$ cat config.mk
export PLATFORM = sky130hd
export DESIGN_NAME = instr_prefetch
export DESIGN_NICKNAME = d
export VERILOG_FILES = /design/src/rtl/instr_prefetch_pkg.sv /design/src/rtl/instr_prefetch_fetch_queue.sv /design/src/rtl/instr_prefetch.sv
export SDC_FILE = /design/constraint.sdc
export NUM_CORES = 1
export LEC_CHECK = 0
export CORE_MARGIN = 10
export CORE_UTILIZATION = 60
export CTS_BUF_LIST = sky130_fd_sc_hd__clkbuf_4 sky130_fd_sc_hd__clkbuf_8
export CTS_CLUSTER_DIAMETER = 120
export CTS_CLUSTER_SIZE = 12
export DETAILED_ROUTE_END_ITERATION = 7
export MAX_ROUTING_LAYER = met4
export PLACE_DENSITY = 0.83
export REMOVE_ABC_BUFFERS = 1
export SYNTH_ARGS = -nofsm -noshare
export SYNTH_HDL_FRONTEND = slang
export SYNTH_HIERARCHICAL = 1
export SYNTH_SLANG_ARGS = --single-unit
$ cat constraint.sdc
create_clock -name clk -period 3.6 [get_ports clk]
set_input_delay 0.36 -clock clk [delete_from_list [all_inputs] [get_ports clk]]
set_output_delay 0.36 -clock clk [all_outputs]
set_load 0.01 [all_outputs]
$ cat src/rtl/instr_prefetch_pkg.sv
// Shared constants and FSM encoding for the instruction prefetch stage.
package instr_prefetch_pkg;

    // Datapath width shared by instructions, addresses and memory data.
    localparam int WORD_SIZE = 16;

    // Default number of prefetch queue entries.
    localparam int FETCH_DEPTH = 4;

    // Default first fetch address after reset.
    localparam logic [WORD_SIZE-1:0] RESET_PC = 16'h0000;

    // Prefetch FSM states.
    typedef enum logic [1:0] {
        PF_IDLE  = 2'b00,
        PF_REQ   = 2'b01,
        PF_DRAIN = 2'b10
    } pf_state_t;

endpackage

$ cat src/rtl/instr_prefetch_fetch_queue.sv
// Circular buffer of {pc, instr} entries feeding the decoder. The head
// entry is held in registers so the outputs never depend combinationally
// on the push data. Flush wins over push and pop.
module fetch_queue #(
    parameter int WORD_SIZE = 16,
    parameter int DEPTH     = 4
) (
    input  logic                   clk,
    input  logic                   rst,
    input  logic                   push,
    input  logic [WORD_SIZE-1:0]   push_pc,
    input  logic [WORD_SIZE-1:0]   push_instr,
    input  logic                   pop,
    input  logic                   flush,
    output logic [WORD_SIZE-1:0]   head_pc,
    output logic [WORD_SIZE-1:0]   head_instr,
    output logic                   valid,
    output logic [$clog2(DEPTH):0] count
);

    localparam int PTR_W = $clog2(DEPTH);
    localparam int CNT_W = PTR_W + 1;
    localparam logic [CNT_W-1:0] FULL_C = CNT_W'(DEPTH);

    logic [WORD_SIZE-1:0] pc_mem    [DEPTH];
    logic [WORD_SIZE-1:0] instr_mem [DEPTH];

    logic [PTR_W-1:0]     wr_ptr_r;
    logic [PTR_W-1:0]     rd_ptr_r;
    logic [PTR_W-1:0]     rd_ptr_next_s;
    logic [CNT_W-1:0]     count_r;
    logic [CNT_W-1:0]     count_after_pop_s;
    logic [CNT_W-1:0]     count_next_s;
    logic                 valid_r;
    logic [WORD_SIZE-1:0] head_pc_r;
    logic [WORD_SIZE-1:0] head_instr_r;
    logic [WORD_SIZE-1:0] head_pc_next_s;
    logic [WORD_SIZE-1:0] head_instr_next_s;
    logic                 do_push_s;
    logic                 do_pop_s;

    // Qualify push/pop, compute next occupancy and the entry that becomes the head.
    always_comb begin
        do_push_s         = push && (count_r != FULL_C) && !flush;
        do_pop_s          = pop && (count_r != CNT_W'(0)) && !flush;
        rd_ptr_next_s     = do_pop_s ? (rd_ptr_r + PTR_W'(1)) : rd_ptr_r;
        count_after_pop_s = count_r - CNT_W'(do_pop_s);
        head_pc_next_s    = head_pc_r;
        head_instr_next_s = head_instr_r;
        if (flush) begin
            count_next_s = CNT_W'(0);
        end else begin
            count_next_s = count_after_pop_s + CNT_W'(do_push_s);
        end
        if (flush) begin
            head_pc_next_s    = head_pc_r;
            head_instr_next_s = head_instr_r;
        end else if (count_after_pop_s == CNT_W'(0)) begin
            // Queue empties this cycle: the incoming word (if any) becomes the head.
            if (do_push_s) begin
                head_pc_next_s    = push_pc;
                head_instr_next_s = push_instr;
            end else begin
                head_pc_next_s    = head_pc_r;
                head_instr_next_s = head_instr_r;
            end
        end else begin
            head_pc_next_s    = pc_mem[rd_ptr_next_s];
            head_instr_next_s = instr_mem[rd_ptr_next_s];
        end
    end

    // Entry storage; written only on an accepted push.
    always_ff @(posedge clk) begin
        if (do_push_s) begin
            pc_mem[wr_ptr_r]    <= push_pc;
            instr_mem[wr_ptr_r] <= push_instr;
        end
    end

    // Pointers, occupancy and registered head outputs.
    always_ff @(posedge clk or posedge rst) begin
        if (rst) begin
            wr_ptr_r     <= PTR_W'(0);
            rd_ptr_r     <= PTR_W'(0);
            count_r      <= CNT_W'(0);
            valid_r      <= 1'b0;
            head_pc_r    <= WORD_SIZE'(0);
            head_instr_r <= WORD_SIZE'(0);
        end else begin
            if (flush) begin
                wr_ptr_r <= PTR_W'(0);
                rd_ptr_r <= PTR_W'(0);
            end else begin
                if (do_push_s) begin
                    wr_ptr_r <= wr_ptr_r + PTR_W'(1);
                end
                rd_ptr_r <= rd_ptr_next_s;
            end
            count_r      <= count_next_s;
            valid_r      <= (count_next_s != CNT_W'(0));
            head_pc_r    <= head_pc_next_s;
            head_instr_r <= head_instr_next_s;
        end
    end

    assign head_pc    = head_pc_r;
    assign head_instr = head_instr_r;
    assign valid      = valid_r;
    assign count      = count_r;

endmodule

$ cat src/rtl/instr_prefetch.sv
// Decoupled instruction prefetch: issues sequential word reads with at most
// one request outstanding, queues returned words with their addresses, and
// flushes/restarts on redirect without ever abandoning a live memory request.
module instr_prefetch #(
    parameter int                   WORD_SIZE = instr_prefetch_pkg::WORD_SIZE,
    parameter int                   DEPTH     = instr_prefetch_pkg::FETCH_DEPTH,
    parameter logic [WORD_SIZE-1:0] RESET_PC  = WORD_SIZE'(instr_prefetch_pkg::RESET_PC)
) (
    input  logic                   clk,
    input  logic                   do_reset,
    output logic                   mem_req,
    output logic [WORD_SIZE-1:0]   mem_addr,
    input  logic                   mem_ack,
    input  logic [WORD_SIZE-1:0]   mem_data,
    output logic [WORD_SIZE-1:0]   instr,
    output logic [WORD_SIZE-1:0]   instr_pc,
    output logic                   instr_valid,
    input  logic                   instr_take,
    input  logic                   redirect,
    input  logic [WORD_SIZE-1:0]   redirect_pc,
    output logic [$clog2(DEPTH):0] count
);

    import instr_prefetch_pkg::*;

    localparam int CNT_W = $clog2(DEPTH) + 1;
    localparam logic [CNT_W-1:0] FULL_C = CNT_W'(DEPTH);

    pf_state_t            state_r;
    pf_state_t            state_next_s;
    logic [WORD_SIZE-1:0] fetch_pc_r;
    logic [WORD_SIZE-1:0] fetch_pc_next_s;
    logic                 mem_req_r;
    logic [WORD_SIZE-1:0] mem_addr_r;
    logic [WORD_SIZE-1:0] mem_addr_next_s;
    logic                 push_s;
    logic                 pop_s;
    logic [CNT_W-1:0]     count_s;
    logic [CNT_W-1:0]     count_next_s;
    logic                 room_s;
    logic                 instr_valid_s;

    // Queue handshakes and the occupancy the FSM uses to decide on a new request.
    always_comb begin
        push_s       = (state_r == PF_REQ) && mem_ack && !redirect;
        pop_s        = instr_valid_s && instr_take && !redirect;
        count_next_s = count_s + CNT_W'(push_s) - CNT_W'(pop_s);
        room_s       = (count_next_s < FULL_C);
    end

    // Next-state logic; redirect overrides everything but keeps a live request alive.
    always_comb begin
        state_next_s = state_r;
        case (state_r)
            PF_IDLE: begin
                if (redirect) begin
                    state_next_s = PF_IDLE;
                end else if (room_s) begin
                    state_next_s = PF_REQ;
                end else begin
                    state_next_s = PF_IDLE;
                end
            end
            PF_REQ: begin
                if (redirect) begin
                    state_next_s = mem_ack ? PF_IDLE : PF_DRAIN;
                end else if (mem_ack) begin
                    state_next_s = room_s ? PF_REQ : PF_IDLE;
                end else begin
                    state_next_s = PF_REQ;
                end
            end
            PF_DRAIN: begin
                if (mem_ack) begin
                    state_next_s = PF_IDLE;
                end else begin
                    state_next_s = PF_DRAIN;
                end
            end
            default: begin
                state_next_s = PF_IDLE;
            end
        endcase
    end

    // Next fetch address and the address presented to memory; the latter is
    // frozen while a discarded request is still waiting for its ack.
    always_comb begin
        if (redirect) begin
            fetch_pc_next_s = redirect_pc;
        end else if (push_s) begin
            fetch_pc_next_s = fetch_pc_r + WORD_SIZE'(1);
        end else begin
            fetch_pc_next_s = fetch_pc_r;
        end
        if (state_next_s == PF_DRAIN) begin
            mem_addr_next_s = mem_addr_r;
        end else begin
            mem_addr_next_s = fetch_pc_next_s;
        end
    end

    // FSM state, fetch address and registered memory-port outputs.
    always_ff @(posedge clk or posedge do_reset) begin
        if (do_reset) begin
            state_r    <= PF_IDLE;
            fetch_pc_r <= RESET_PC;
            mem_req_r  <= 1'b0;
            mem_addr_r <= RESET_PC;
        end else begin
            state_r    <= state_next_s;
            fetch_pc_r <= fetch_pc_next_s;
            mem_req_r  <= (state_next_s != PF_IDLE);
            mem_addr_r <= mem_addr_next_s;
        end
    end

    fetch_queue #(
        .WORD_SIZE (WORD_SIZE),
        .DEPTH     (DEPTH)
    ) u_fetch_queue (
        .clk        (clk),
        .rst        (do_reset),
        .push       (push_s),
        .push_pc    (mem_addr_r),
        .push_instr (mem_data),
        .pop        (pop_s),
        .flush      (redirect),
        .head_pc    (instr_pc),
        .head_instr (instr),
        .valid      (instr_valid_s),
        .count      (count_s)
    );

    assign mem_req     = mem_req_r;
    assign mem_addr    = mem_addr_r;
    assign instr_valid = instr_valid_s;
    assign count       = count_s;

endmodule

# Word level (Yosys, flattened, before mapping)
# Memory sizes are Yosys's and may differ from the RTL's.
# Index checks and enable logic that the tools add are counted.
# totals
elab_cells,61
output_inout_bits,53
ram_bits,128
ff_bits,75
inputBits,37
memories,2
# mem_list
name,words,width,rd,rd_ports_with_merged_regs,wr,line,source
u_fetch_queue.instr_mem,4,16,1,0,1,instr_prefetch_fetch_queue.sv:26,logic [WORD_SIZE-1:0] instr_mem [DEPTH];
u_fetch_queue.pc_mem,4,16,1,0,1,instr_prefetch_fetch_queue.sv:25,logic [WORD_SIZE-1:0] pc_mem [DEPTH];
# op_classes
n_eq_ne,5
n_addsub,7
muxes,19
n_bitwise,1
order_cmp,1
reduce_logical,16
# op_table
cell,count
$mux W16,6
$add A16 B1 Y16 const B,1
$mux W2,7
$logic_and A1 B1 Y1,8
$add A3 B1 Y3,2
$pmux W2 S3,1
$reduce_bool A3 Y1,2
$sub A3 B1 Y3,2
$add A2 B1 Y2 const B,2
$eq A2 B2 Y1 const B,2
$mux W1,4
$reduce_bool A2 Y1,2
$logic_not A3 Y1,1
$lt A3 B3 Y1 const B,1
$mux W3,1
$ne A3 B3 Y1 const B,1
$eq A2 B1 Y1 const B,1
$logic_not A2 Y1,1
$ne A2 B1 Y1 const B,1
$reduce_and A2 Y1,1
$logic_not A1 Y1,1
$not A1 Y1,1

# Logic depth before layout (Yosys ltp)
# Gate-level depths: netlist of the first run.
# depth
ltp_word,11
depth_mapped,17
mapped_depth_nobuf,11

# By module
# Netlist of the first run, hierarchy kept.
# by_module_without_submodules
mod,instances,area_each_um2,cells_per_inst,seq_area_each_um2
fetch_queue,1,8204.1,625,4844.6
instr_prefetch,1,1801.7,173,875.8

# Least setup slack after synthesis of the first run
# Ideal clock, no wire load.
# synth_path
path_type,input to register
from,input port redirect
to,register u_fetch_queue.head_instr_r[14] (netlist: u_fetch_queue/head_instr[14])
setup_time_ps,92
required_time_ps,3508
setup_slack_ps,-48
path_stages,17
path_buffers,8
t_arrival_ps,3557
path_cell_list,buf_2 -> clkbuf_1 -> clkbuf_1 -> nor2_1 -> nor2b_1 -> clkbuf_1 -> and2_4 -> buf_6 -> buf_6 -> buf_2 -> ha_1 -> ha_1 -> xor2_1 -> nor4_1 -> clkbuf_1 -> a32oi_1 -> o31ai_2
# synth_via
elab_chain_len,8
word_cells_on_any_way,15
cone_classes,add/sub: 1; eq/ne: 1; mux: 2; bitwise: 1; reduce/logical: 9; memory: 1
# synth_rtl
element,line,source
"start, declared",instr_prefetch.sv:19,"input logic redirect,"
$logic_not A1 Y1 *,instr_prefetch.sv:46,pop_s = instr_valid_s && instr_take && !redirect;
$logic_and A1 B1 Y1 *,instr_prefetch.sv:46,
named net pop_s,instr_prefetch.sv:37,logic pop_s;
$logic_and A1 B1 Y1 * (2 in series),instr_prefetch_fetch_queue.sv:45,do_pop_s = pop && (count_r != CNT_W'(0)) && !flush;
$sub A3 B1 Y3,instr_prefetch_fetch_queue.sv:47,count_after_pop_s = count_r - CNT_W'(do_pop_s);
$logic_not A3 Y1,instr_prefetch_fetch_queue.sv:58,end else if (count_after_pop_s == CNT_W'(0)) begin
$ne A2 B1 Y1 (no source line),-,
$reduce_and A2 Y1 (no source line),-,
"end signal, assigned",instr_prefetch_fetch_queue.sv:103,head_instr_r <= head_instr_next_s;
"end, declared",instr_prefetch_fetch_queue.sv:36,logic [WORD_SIZE-1:0] head_instr_r;
# The timed path passes the listed nets; every way through them passes the cells marked *.
# A chain may end at the register's enable or synchronous reset.

# Worst setup path in the final report of the first run
# layout_path
from,register u_fetch_queue.count_r[1] (netlist: u_fetch_queue/count[1])
to,register u_fetch_queue.head_instr_r[5] (netlist: u_fetch_queue/head_instr[5])
# layout_via
elab_chain_len,7
word_cells_on_any_way,13
cone_classes,add/sub: 1; eq/ne: 2; mux: 2; reduce/logical: 7; memory: 1
# layout_rtl
element,line,source
"start, declared",instr_prefetch_fetch_queue.sv:31,logic [CNT_W-1:0] count_r;
"start signal, assigned",instr_prefetch_fetch_queue.sv:100,count_r <= count_next_s;
$reduce_bool A3 Y1,instr_prefetch_fetch_queue.sv:45,
$logic_and A1 B1 Y1 (2 in series),instr_prefetch_fetch_queue.sv:45,
$sub A3 B1 Y3,instr_prefetch_fetch_queue.sv:47,
$logic_not A3 Y1,instr_prefetch_fetch_queue.sv:58,
$ne A2 B1 Y1 (no source line),-,
$reduce_and A2 Y1 (no source line),-,
# Parallel ways exist; a longest one is shown, timed or not.

==> metrics.yaml, run 1 <==
power.density_mw_per_mm2: 453
finalInstanceArea_mm2: 0.0115
drt_iter0_drc: 746
dp_cells: 1062
port_buffers: 89
cp_cell_sequence: "or3_1, and2_4, ha_1, ha_1, xor2_1, o21ba_2, buf_12, a21oi_1, o31ai_2"
ys_seq_elements: 203
clk_root_buffer_cell: "clkbuf_8"
slew_violations: 0
cp-end-kind: "flip-flop"
async_flop_share_pct: 36.9
timing.rr.start: "u_fetch_queue/count[1]$_DFF_PP0_"
die_width_um: 149
dieArea_mm2: 0.0222
multiInputGateArea_mm2: 0.00394
yosys.cell_types.count: 54
instances_no_fill: 1098
grt_pass1_vias: 7776
drv_cap: 0
maxSlewHeadroom_pct: 35.8
yosys.area.top_type_share_pct: 38.4
crit_type: "reg -> reg"
swShare_pct: 25.4
p_switching_mw: 1.33
post_dp_cell_area_mm2: 0.0111
r2r_slack_ns: 0.69
clkTransAtPathRegs_ns: 0.09
fin_crit_sh_pct: 80.7
wire_per_inst_um: 23.3
ir_drop_v: 0.000310
crit_fanout: 22
overflow: 0
detail-route-antenna-nets: 0
drt_first_pass_iters: 5
fillers: 1121
cts_tree: "done"
final_layout_size_suffix_gt1_share_pct: 15.5
ys.flop_type: "edfxtp_1"
core_area_mm2: 0.0165
insertedDiodeCount: 0
intPower_mw: 3.89
cpMaxStageDelayCell: "dfrtp_1"
worstMarginPinSlew_ns: 0.963
numCtsBuffers: 20
skew_ns: 0.0233
worst_path_most_repeated_cell: "ha_1"
synth_edf_count: 128
crit_path_start_kind: "flip-flop"
antenna_found_initial: 0
avgSynthCellArea_um2: 12.5
seqCellArea_mm2: 0.00573
ys_seq_area_share_pct: 57.2
power_frac_comb_pct: 16.9
routabilityCongestion: 0.867
rows: 47
hold_violations: 0
max_freq_ghz: 0.344
r2r_cells: 9
cts-hold-fix-buffers: 0
hold_class: "in -> async"
max_stage_delay_ns: 0.46
syn_inst: 798
avgViaCountPerCell: 6.78
leakage_nw: 3.92
start_util_pct: 60.8
place_ws_ns: 0.375
worstPathRequired_ns: 4.04
arrival_ns: 3.34
worst_slack_ns: 0.694
design.final.nets: 912
synth_top_cell_by_area: "edfxtp_1"
ys_warn_count: 6
cts_resized: 0
hpwl_mm: 15.2
pwr-share-clk_pct: 27.8
status: "complete, no violations"
htree_levels: 1
wl_mm: 25.6
rsz0062_at_grt: "false"
cts.path.max_buffers: 3
ioPinCount: 90
netlist_area_mm2: 0.0100
min_period_ns: 2.91
p_seq_share_pct: 55.3
synth_area_leaders: "edfxtp_1, dfrtp_1, mux2i_1, o22ai_1, mux2_4"
grt_max_degree: 69
cts_setup_buffers: 0
vias: 7439
die_y_um: 149
drc: 0
grt_pass1_wl_mm: 40.3
timing.rr.end: "u_fetch_queue/head_instr[5]$_DFFE_PP0P_"
cts_num_sinks: 203
synthToLayoutAreaGrowth_pct: 15.2
grtUsageTotal_pct: 23.0
finalSetupViolations: 0
clk_latency_ns: 0.53
[flip-flops by register name (all words and copies together), names as in the netlist, 3 cells and up]
register / flops
u_fetch_queue/head_instr: 16
u_fetch_queue/instr_mem: 64
fetch_pc_r: 16
u_fetch_queue/head_pc: 16
u_fetch_queue/pc_mem: 64
mem_addr: 16
u_fetch_queue/count: 3
[logic make-up (layout without fill, tap and decap cells)]
group / Yosys count / after routing / synth area share (%)
AO/OA/AOI/OAI: 211 / 211 / 14.9
flip-flops: 203 / 203 / 57.2
AND/OR/NAND/NOR: 157 / 157 / 8.65
multiplexers: 111 / 111 / 12.5
buffers and inverters: 86 / 166 / 3.68
XOR/XNOR: 19 / 19 / 1.66
adder cells (fa/ha/maj): 11 / 11 / 1.38
[synthesized netlist by cell type (21+ instances only)]
| master | count |
|---|---|
| edfxtp_1 | 128 |
| dfrtp_1 | 75 |
| o22ai_1 | 64 |
| mux2i_1 | 61 |
| nand2_1 | 50 |
| clkbuf_1 | 41 |
| a32oi_1 | 32 |
| a21oi_1 | 30 |
| nand4_1 | 29 |
| o21ai_0 | 26 |
| mux2_4 | 21 |
| o31ai_2 | 21 |
[per-layer routing]
| metal | routed length, um | track usage (%) | up-vias | share of wire (%) |
|---|---|---|---|---|
| met5 | 0 | - | - | 0 |
| met4 | 643 | 9.08 | 0 | 2.5 |
| met3 | 2190 | 3.16 | 62 | 8.6 |
| met2 | 12800 | 38.7 | 439 | 50 |
| met1 | 9920 | 27.6 | 3713 | 39 |
| li1 | - | - | 3225 | - |
[final cells by class]
| type | count | share of cell area (%) |
|---|---|---|
| timing repair buffer | 111 | 9.70 |
| multi-input combinational | 509 | 34.1 |
| tap | 220 | 2.39 |
| clock buffer | 36 | 3.48 |
| sequential | 203 | 49.7 |
| inverter | 19 | 0.619 |
[placed cells by master, fill, tap and decap left out, types with 4 or more instances in the layout]
cell type	count
edfxtp_1	128
clkdlybuf4s50_1	89
dfrtp_1	73
o22ai_1	64
mux2i_1	61
nand2_1	50
a32oi_1	32
nand4_1	29
a21oi_1	29
o21ai_0	26
clkbuf_8	21
mux2_4	21
o31ai_2	21
nor2_1	19
mux2_2	18
inv_1	17
buf_4	17
clkbuf_4	15
o21ai_1	12
o31ai_1	11
xnor2_1	11
ha_1	11
mux2_1	11
xor2_1	8
nand3_1	6
nor2b_1	6
nand2b_1	5
nor4_1	5
buf_12	5
nor3_1	4
nand3b_1	4
nand4b_1	4
o311ai_1	4
and2_1	4
[power by group through the flow]
stage	clock [mW]	sequential, mW	combinational [mW]
floorplan	0	2.94	0.334
global placement	0	2.92	0.866
detailed placement	0	2.93	0.892
CTS	1.48	2.88	0.896
global route	1.55	2.90	0.953
finish	1.45	2.88	0.884
[worst max-delay path by stage]
stage / endpoint / from / cells after the start / slack (ns)
4_1_cts: u_fetch_queue/head_instr[6]$_DFFE_PP0P_ / u_fetch_queue/count[1]$_DFF_PP0_ / 9 / 0.71
3_3_place_gp: u_fetch_queue/valid$_DFF_PP0_ / mem_ack / 11 / 0.51
6_report: u_fetch_queue/head_instr[5]$_DFFE_PP0P_ / u_fetch_queue/count[1]$_DFF_PP0_ / 9 / 0.69
5_1_grt: u_fetch_queue/head_pc[2]$_DFFE_PP0P_ / u_fetch_queue/count[1]$_DFF_PP0_ / 9 / 0.53
3_5_place_dp: u_fetch_queue/valid$_DFF_PP0_ / mem_ack / 11 / 0.38
2_1_floorplan: u_fetch_queue/head_instr[14]$_DFFE_PP0P_ / u_fetch_queue/valid$_DFF_PP0_ / 10 / -2.10
[metrics by stage]
stage          hold slack [ns]  power, mW  setup TNS, ns  util, %
5_1_grt                  0.265       5.41              0     70.0
3_3_place_gp             0.506       3.78              0     67.6
4_1_cts                  0.230       5.26              0     70.0
2_1_floorplan            0.423       3.28         -66.76        -
3_5_place_dp             0.512       3.82              0     67.6
6_report                 0.246       5.22              0     70.0
[worst max-delay path, delay by kind of cell (launching register included)]
kind | cells | cell delay (ns)
AO/OA/AOI/OAI | 3 | 0.76
AND/OR/NAND/NOR | 2 | 0.64
flip-flops | 1 | 0.46
adder cells (fa/ha/maj) | 2 | 0.37
XOR/XNOR | 1 | 0.36
buffers and inverters | 1 | 0.23
No activity file was read; power rests on OpenSTA's default activity.
==> run 2: changes to the inputs <==
--- a/config.mk
+++ b/config.mk
@@ -6,13 +6,13 @@
 export NUM_CORES = 1
 export LEC_CHECK = 0
 export CORE_MARGIN = 10
-export CORE_UTILIZATION = 60
+export CORE_UTILIZATION = 54
 export CTS_BUF_LIST = sky130_fd_sc_hd__clkbuf_4 sky130_fd_sc_hd__clkbuf_8
 export CTS_CLUSTER_DIAMETER = 120
 export CTS_CLUSTER_SIZE = 12
 export DETAILED_ROUTE_END_ITERATION = 7
 export MAX_ROUTING_LAYER = met4
-export PLACE_DENSITY = 0.83
+export PLACE_DENSITY = 0.79
 export REMOVE_ABC_BUFFERS = 1
 export SYNTH_ARGS = -nofsm -noshare
 export SYNTH_HDL_FRONTEND = slang
==> constraint.sdc (replaced) <==
create_clock -name clk -period 2.5 [get_ports clk]
set_input_delay 0.25 -clock clk [delete_from_list [all_inputs] [get_ports clk]]
set_output_delay 0.25 -clock clk [all_outputs]
set_load 0.01 [all_outputs]
==> metrics.yaml, run 2 (synthesis results as in run 1) <==
min_period_ns: 2.44  # -0.470 ns
finalSetupViolations: 0  # unchanged
core_area_mm2: 0.0181  # +9.8%
synthToLayoutAreaGrowth_pct: 19.0
cts_tree: "done"
die_width_um: 156  # +4.7%
wl_mm: 24.6  # -3.8%
avgViaCountPerCell: 6.33  # -6.6%
die_y_um: 156  # +4.7%
clk_latency_ns: 0.52  # about the same
seqCellArea_mm2: 0.00573  # unchanged
r2r_slack_ns: 0.06  # -0.63 ns
post_dp_cell_area_mm2: 0.0114  # +2.7%
insertedDiodeCount: 0  # unchanged
antenna_found_initial: 0  # unchanged
numCtsBuffers: 20  # unchanged
cp-end-kind: "flip-flop"
rows: 49  # +4.3%
start_util_pct: 55.3  # -5.4 points
instances_no_fill: 1138  # +3.6%
cts_num_sinks: 203  # unchanged
final_layout_size_suffix_gt1_share_pct: 19.0  # +3.5 points
drt_iter0_drc: 451  # -40%
htree_levels: 1  # unchanged
slew_violations: 0  # unchanged
fillers: 1341  # +20%
rsz0062_at_grt: "true"
drt_first_pass_iters: 5  # unchanged
finalInstanceArea_mm2: 0.0119  # +3.3%
crit_type: "reg -> reg"
routabilityCongestion: 0.852  # -1.7%
clkTransAtPathRegs_ns: 0.08  # about the same
crit_path_start_kind: "flip-flop"
hold_violations: 0  # unchanged
multiInputGateArea_mm2: 0.00400  # +1.5%
arrival_ns: 2.86  # -0.48 ns
whs_ns: 0.0735  # -0.173 ns
worstPathRequired_ns: 2.92  # -1.12 ns
grt_pass1_wl_mm: 38.1  # -5.3%
wire_per_inst_um: 21.6  # -7.1%
max_freq_ghz: 0.410  # +19%
dp_cells: 1101  # +3.7%
cts-hold-fix-buffers: 0  # unchanged
design.final.nets: 944  # +3.5%
crit_fanout: 6  # -73%
port_buffers: 89  # unchanged
reg_top3: "u_fetch_queue/instr_mem: 64 flops, u_fetch_queue/pc_mem: 64 flops"
detail-route-antenna-nets: 0  # unchanged
layout.cells.most_common: "edfxtp_1"
worstMarginPinSlew_ns: 0.503  # -0.459 ns
p_total_mw: 7.53  # +44%
fin_crit_sh_pct: 97.5  # +17 points
status: "complete, no violations"
drc: 0  # unchanged
power.density_mw_per_mm2: 633  # +40%
hpwl_mm: 15.4  # +1.0%
leakage_nw: 4.11  # +4.9%
overflow: 0  # unchanged
skew_ns: 0.0157  # -0.00769 ns
ir_drop_v: 0.000488  # +57%
grtUsageTotal_pct: 19.9  # -3.1 points
cts.path.max_buffers: 3  # unchanged
ioPinCount: 90  # unchanged
vias: 7200  # -3.2%
clk_root_buffer_cell: "clkbuf_8"
drv_cap: 0  # unchanged
grt_pass1_vias: 7151  # -8.0%
dieArea_mm2: 0.0244  # +9.6%
maxSlewHeadroom_pct: 66.5  # +31 points
layout_common_cells: "edfxtp_1, clkdlybuf4s50_1, dfrtp_1"
hold_class: "in -> async"
grt_max_degree: 47  # -32%
[run 2: cell types whose count changed in the layout (fill, tap and decap cells not counted), moves of 3 or more]
cell,delta
buf_12,+5
a32oi_2,+3
a32oi_1,-3
buf_4,+24
buf_6,+3
[run 2: critical path, stage by stage (launching register included)]
cell and delay (ns):
dfrtp_1 0.38, or3_1 0.40, and2_4 0.18, ha_1 0.17, ha_2 0.20, xor2_4 0.21
nor4_4 0.26, buf_4 0.19, buf_4 0.18, a32oi_1 0.07, o31ai_1 0.10
[run 2: final cells by class]
| type | count | share of cell area, % |
|---|---|---|
| sequential | 203 | 48.1 |
| multi-input combinational | 509 | 33.6 |
| timing repair buffer | 143 | 12.0 |
| clock buffer | 35 | 3.31 |
| tap | 229 | 2.41 |
| inverter | 19 | 0.599 |
[run 2: power breakdown]
part	switching [mW]	leakage [nW]	total (mW)	internal, mW
Sequential	0.281	2.07	4.16	3.88
Combinational	0.558	1.83	1.31	0.755
Clock	1.08	0.215	2.06	0.986
[run 2: timing repair]
action                                  4_1_cts  5_1_grt
endpoints found under the setup margin        3       33
setup buffers                                 0        1
pin swaps                                     0        2
gates resized for setup                       2       11
gates cloned                                  0        1
[run 2: through the flow]
| stage | util [%] | setup slack [ns] | setup TNS [ns] |
|---|---|---|---|
| 2_1_floorplan | - | -3.20 | -215.99 |
| 3_3_place_gp | 63.2 | -0.143 | -3.96 |
| 3_5_place_dp | 63.2 | -0.214 | -5.72 |
| 4_1_cts | 65.4 | 0.0438 | 0 |
| 5_1_grt | 65.8 | -0.0174 | -0.0215 |
| 6_report | 65.8 | 0.0635 | 0 |
[run 2: worst paths after layout]
path / endpoint / cells after the start / start
worst min register to register: state_r[0]$_DFF_PP0_ / 1 / state_r[1]$_DFF_PP0_
worst min-delay path: fetch_pc_r[15]$_DFF_PP0_ / 2 / do_reset
worst max-delay path: u_fetch_queue/head_pc[2]$_DFFE_PP0P_ / 10 / u_fetch_queue/count[1]$_DFF_PP0_
max in group asynchronous: fetch_pc_r[1]$_DFF_PP0_ / 3 / do_reset
worst max register to register: u_fetch_queue/head_pc[2]$_DFFE_PP0P_ / 10 / u_fetch_queue/count[1]$_DFF_PP0_
min in group clk: fetch_pc_r[7]$_DFF_PP0_ / 3 / redirect_pc[7]
[run 2: metal layers]
metal  GRT usage (%)  wire [um]  vias up
met3            3.53       1780       58
met1            24.5      10200     3563
met5               -          0        -
li1                -          -     3293
met2            33.2      12100      286
met4            5.66        552        0
==> run 3: changes to the inputs <==
==> constraint.sdc (replaced) <==
create_clock -name clk -period 2.5 [get_ports clk]
set_input_delay 0.25 -clock clk [delete_from_list [all_inputs] [get_ports clk]]
set_output_delay 0.25 -clock clk [all_outputs]
set_load 0.005 [all_outputs]
==> results of run 3 <==
Same layout as run 2 (identical final DEF). Status: complete, no violations.
Main changes from that run: total power 7.53 mW -> 7.44 mW; worst IR drop on VDD 0.000488 V -> 0.000481 V
